`src/rtl/pipe_ctrl.sv`:
```
// Central stall/flush controller for the 5-stage pipeline: per-register stall codes and fetch-discard FSM.
// Optional performance counters are built only when PIPE_PERF_CNT_EN is defined.
module pipe_ctrl (
  input  logic        clk,
  input  logic        rst,
  input  logic        rdy,
  input  logic        if_stall_req,
  input  logic        if_busy,
  input  logic        id_stall_req,
  input  logic        mem_stall_req,
  input  logic        branch_error,
  output logic [1:0]  stall_pc,
  output logic [1:0]  stall_ifid,
  output logic [1:0]  stall_idex,
  output logic [1:0]  stall_exmem,
  output logic [1:0]  stall_memwb,
  output logic        flush_if,
  output logic [31:0] cnt_cycle,
  output logic [31:0] cnt_mem_stall,
  output logic [31:0] cnt_id_stall,
  output logic [31:0] cnt_if_stall,
  output logic [31:0] cnt_flush
);

  localparam logic [1:0] Pass = 2'b00;
  localparam logic [1:0] Hold = 2'b01;
  localparam logic [1:0] Bubb = 2'b10;

  typedef enum logic {RUN, DRAIN} state_t;

  typedef enum logic [2:0] {
    R_RST, R_FRZ, R_MEM, R_BR, R_DRN, R_ID, R_IF, R_RUN
  } rule_t;

  state_t state_q, state_d;
  rule_t  rule;

  always_comb begin
    rule = R_RUN;
    if (rst)                 rule = R_RST;
    else if (!rdy)           rule = R_FRZ;
    else if (mem_stall_req)  rule = R_MEM;
    else if (branch_error)   rule = R_BR;
    else if (state_q == DRAIN) rule = R_DRN;
    else if (id_stall_req)   rule = R_ID;
    else if (if_stall_req)   rule = R_IF;
  end

  // A stalled branch is not acted on here; EX re-presents it once MEM releases.
  always_comb begin
    stall_pc    = Pass;
    stall_ifid  = Pass;
    stall_idex  = Pass;
    stall_exmem = Pass;
    stall_memwb = Pass;
    flush_if    = 1'b0;
    state_d     = state_q;
    case (rule)
      R_RST: begin
        stall_pc    = Bubb;
        stall_ifid  = Bubb;
        stall_idex  = Bubb;
        stall_exmem = Bubb;
        stall_memwb = Bubb;
        state_d     = RUN;
      end
      R_FRZ: begin
        stall_pc    = Hold;
        stall_ifid  = Hold;
        stall_idex  = Hold;
        stall_exmem = Hold;
        stall_memwb = Hold;
      end
      R_MEM: begin
        stall_pc    = Hold;
        stall_ifid  = Hold;
        stall_idex  = Hold;
        stall_exmem = Hold;
        stall_memwb = Bubb;
      end
      R_BR: begin
        stall_ifid = Bubb;
        stall_idex = Bubb;
        flush_if   = if_busy;
        state_d    = if_busy ? DRAIN : RUN;
      end
      R_DRN: begin
        stall_pc   = Hold;
        stall_ifid = Bubb;
        state_d    = if_busy ? DRAIN : RUN;
      end
      R_ID: begin
        stall_pc   = Hold;
        stall_ifid = Hold;
        stall_idex = Bubb;
      end
      R_IF: begin
        stall_pc   = Hold;
        stall_ifid = Bubb;
      end
      default: ;
    endcase
  end

  always_ff @(posedge clk) begin
    state_q <= state_d;
  end

`ifdef PIPE_PERF_CNT_EN
  logic [31:0] cyc_q, mem_q, id_q, if_q, flush_q;

  always_ff @(posedge clk) begin
    if (rst) begin
      cyc_q   <= 32'd0;
      mem_q   <= 32'd0;
      id_q    <= 32'd0;
      if_q    <= 32'd0;
      flush_q <= 32'd0;
    end else if (rdy) begin
      cyc_q <= cyc_q + 32'd1;
      if (rule == R_MEM) mem_q   <= mem_q + 32'd1;
      if (rule == R_ID)  id_q    <= id_q + 32'd1;
      if (rule == R_IF)  if_q    <= if_q + 32'd1;
      if (rule == R_BR)  flush_q <= flush_q + 32'd1;
    end
  end

  assign cnt_cycle     = cyc_q;
  assign cnt_mem_stall = mem_q;
  assign cnt_id_stall  = id_q;
  assign cnt_if_stall  = if_q;
  assign cnt_flush     = flush_q;
`else
  assign cnt_cycle     = 32'd0;
  assign cnt_mem_stall = 32'd0;
  assign cnt_id_stall  = 32'd0;
  assign cnt_if_stall  = 32'd0;
  assign cnt_flush     = 32'd0;
`endif

endmodule

```
`config.mk`:
```
export PLATFORM = sky130hd
export DESIGN_NAME = pipe_ctrl
export DESIGN_NICKNAME = d
export VERILOG_FILES = /design/src/rtl/pipe_ctrl.sv
export SDC_FILE = /design/constraint.sdc
export NUM_CORES = 1
export LEC_CHECK = 0
export CORE_ASPECT_RATIO = 1.5
export CORE_MARGIN = 2
export CORE_UTILIZATION = 28
export CTS_CLUSTER_SIZE = 14
export DETAILED_ROUTE_END_ITERATION = 8
export PLACE_DENSITY = 0.95
export SLEW_MARGIN = 10
export SYNTH_ARGS = -nofsm -noshare
export SYNTH_HDL_FRONTEND = slang
export SYNTH_SLANG_ARGS = --single-unit
```
`constraint.sdc`:
```
create_clock -name clk -period 2.2 [get_ports clk]
set_input_delay 0.44 -clock clk [delete_from_list [all_inputs] [get_ports clk]]
set_output_delay 0.44 -clock clk [all_outputs]
set_load 0.02 [all_outputs]
```
==> summary.txt <==
Pwr
  • PD cells: 328 nW/um2
  • Max VDD drop: 132 uV
  • Static Leakage: between 0.6 and 0.7 nW

STA
  • TNS Setup: 0 ns
  • Clk_skew: 0 ns
  • Fin. max-slew vios: 0
  • Endpoints failing hold: 0
  • RSZ-0062 raised after global routing: no
  • Fin crit share: just under 100%
  • Fin crit period: 2.15 ns
  • Final setup viols: 0
  • Peak Freq: about 460 MHz

Worst hold path
  • Worst Hold Launch: state_q$_DFFE_PP_
  • Hold Path Cell Cnt: 3
  • WHS Endpoint: state_q$_DFFE_PP_
  • Worst Hold Class: flop to flop

Outcome
  • Status: completed

Logic synthesis
  • Cell variety after synth: 19
  • Synthesized cell area: approximately 1400 um2
  • Top_reg_cell synth: edfxtp_1
  • Cell count after synthesis: roughly 190
  • Mux share of post-synthesis cell area: 0%
  • Most common cell in the netlist: buf_4
  • Number of enable flip-flop cells after synthesis: 1
  • Synth Area in Compound Gates: 4.37%
  • Number of synthesized register bits: 1
  • Area share of the largest cell type after synthesis: 86.6%
  • Xor/xnor cell area share of the yosys netlist: 0%
  • YS warnings: 0
  • Async SR Flop Fraction: 0%
  • Adder-Cell Fraction of Synth Area: 0%
  • Synth area leaders: buf_4 87%, edfxtp_1 2.1%, a221oi_2 1.1%
  • Average cell area after synthesis: roughly 7.6 um2
  • Simple-gate share of the synthesized area: under 10%
  • Seq/Total Area, Yosys: approximately 2.1%
  • Largest area contributor in the netlist: buf_4
  • Main combinational cell family by area after synthesis: buffers and inverters
  • Synth top cells by count: 162 x buf_4, 3 x nor2_1, 2 x a21oi_1, 2 x inv_1, 2 x o21bai_1

Routing
  • WL final: 1730 um
  • Antenna violation net count after detailed routing: 0
  • DRC Markers: 0
  • Drt pass-1 iters: 1
  • DR iter-0 viols: 0
  • Wire length per cell: 6.46 um
  • Via count: between 600 and 700
  • Vias per cell: around 2.5

Floorplan
  • Core outline area: between 4000 and 5000 um2
  • I/O pin count: roughly 180
  • Total die area: 5610 um2
  • # rows: 31
  • Die Ht: 90.7 um
  • Die width: 61.8 um
  • Initial Utilization: approximately 29%

Setup path
  • Critical path peak fanout: 4
  • CP required: approximately 1.8 ns
  • CP startpoint kind: input port
  • Worst Setup End Kind: output pin
  • Crit path largest cell delay: about 0.58 ns
  • R2R Setup Slk: around 1.1 ns
  • Slowest cell on crit path: clkdlybuf4s50_1
  • R2r endpoint: state_q$_DFFE_PP_
  • Reg-to-Reg Start: state_q$_DFFE_PP_
  • Arrival time worst endpoint: 1.71 ns
  • Cell family with most CP delay: buffers and inverters
  • WP buf/inv: 2
  • Critical path class: input port to output pin
  • R2R cell count: 3
  • CP Cell Sequence: clkdlybuf4s50_1, and2b_4, and4b_1, clkdlybuf4s15_2

Clocking
  • Hold buffers post-CTS: 0
  • Clock-pin slew on the worst setup and hold paths: 0 ns
  • Clock Latency Late Sink: 0 ns

Final layout
  • Area Growth Syn to Fin: -25.0%
  • Largest register FFs: 1
  • Largest regs: state_q: 1 flops
  • Share of cells above drive strength 1: roughly 8%
  • Ant diodes: 0
  • Final Non-Filler Cells: 268
  • Biggest register: state_q
  • Layout Nets: 212

Global routing
  • First-pass GRT wire length: roughly 1700 um
  • Tot GR Track Use: between 4 and 5%
  • Antenna violations before repair: 0
  • GRT overflow: 0
  • Pin count of the biggest net entering global routing: 13
  • Vias in the first global route: roughly 340

Placement
  • IO buf count: 18
  • Detailed placement HPWL: 1660 um
  • Placed insts: between 200 and 300
  • GPL Wtd Cong: about 0.64

Run
  • Max-cap violations: 0
[placed cells by master (no fill, tap or decap)]
cell / n
clkbuf_2: 1
a21o_2: 1
nand2b_2: 1
a21o_1: 1
and2b_4: 1
o21bai_1: 2
conb_1: 160
o21ai_0: 1
nor2_1: 3
buf_2: 1
dlygate4sd2_1: 4
inv_1: 2
a221oi_2: 1
nor2_4: 1
nor4b_2: 1
nor3_2: 1
clkdlybuf4s15_2: 2
clkdlybuf4s50_1: 9
a21oi_1: 2
and4b_1: 1
edfxtp_1: 1
buf_4: 5
[cell families (layout without fill, tap and decap cells)]
logic type | after synthesis | count (layout)
other | 1 | 160
DFF | 1 | 1
buffers and inverters | 166 | 24
AOI/OAI and AO/OA | 8 | 8
and+or+nand+nor | 9 | 9
[how the worst max path moves through the flow]
| stage | startpoint | end | slack, ns | depth (start not counted) |
|---|---|---|---|---|
| final | rdy | flush_if | 0.05 | 4 |
| after CTS | rdy | stall_idex[0] | 0.006 | 4 |
| after global routing | mem_stall_req | stall_exmem[0] | 0.006 | 4 |
| after global placement | mem_stall_req | stall_exmem[0] | -0.33 | 4 |
| after floorplan | mem_stall_req | stall_idex[0] | 0.61 | 3 |
| after detailed placement | mem_stall_req | stall_exmem[0] | -0.31 | 4 |
[worst register-to-register path: stages, from the launching register on]
cell and delay (ns):
edfxtp_1 0.42, nor2_4 0.07, buf_4 0.14, o21bai_1 0.15
[timing repair]
action,4_1_cts,5_1_grt
endpoints found under the setup margin,8,2
resized for setup,14,3
setup buffers,0,0
[report_power, final]
| group | switching [mW] | internal [mW] |
|---|---|---|
| registers | 0.00179 | 0.0227 |
| clock network | 0 | 0 |
| logic | 0.283 | 0.0386 |
[stage by stage]
step | hold slack, ns | area (um2) | total power [mW] | setup slack [ns] | utilization, %
finish | 0.906 | 1050 | 0.346 | 0.0488 | 21.7
global placement | 0.847 | 1070 | 0.344 | -0.334 | 22.0
global route | 0.936 | 1050 | 0.371 | 0.00610 | 21.7
detailed placement | 0.910 | 1070 | 0.346 | -0.314 | 22.0
CTS | 0.914 | 1060 | 0.341 | 0.00552 | 21.9
floorplan | 0.700 | 2000 | 0.519 | 0.607 | -
[routing by layer]
metal  GRT usage, %  up-vias  wire, um
met5              0        -         0
met4              0        0         0
met3          0.143        0       360
met2           7.81      126       754
met1           5.49      266       615
li1               -      279         -
[final cells by class]
cell class,count,area [um2]
timing repair buffer,22,195
multi-input combinational,177,738
sequential,1,30.0
inverter,2,7.51
fill,550,3790
tap,66,82.6
Power figures use the tool's default switching activity.
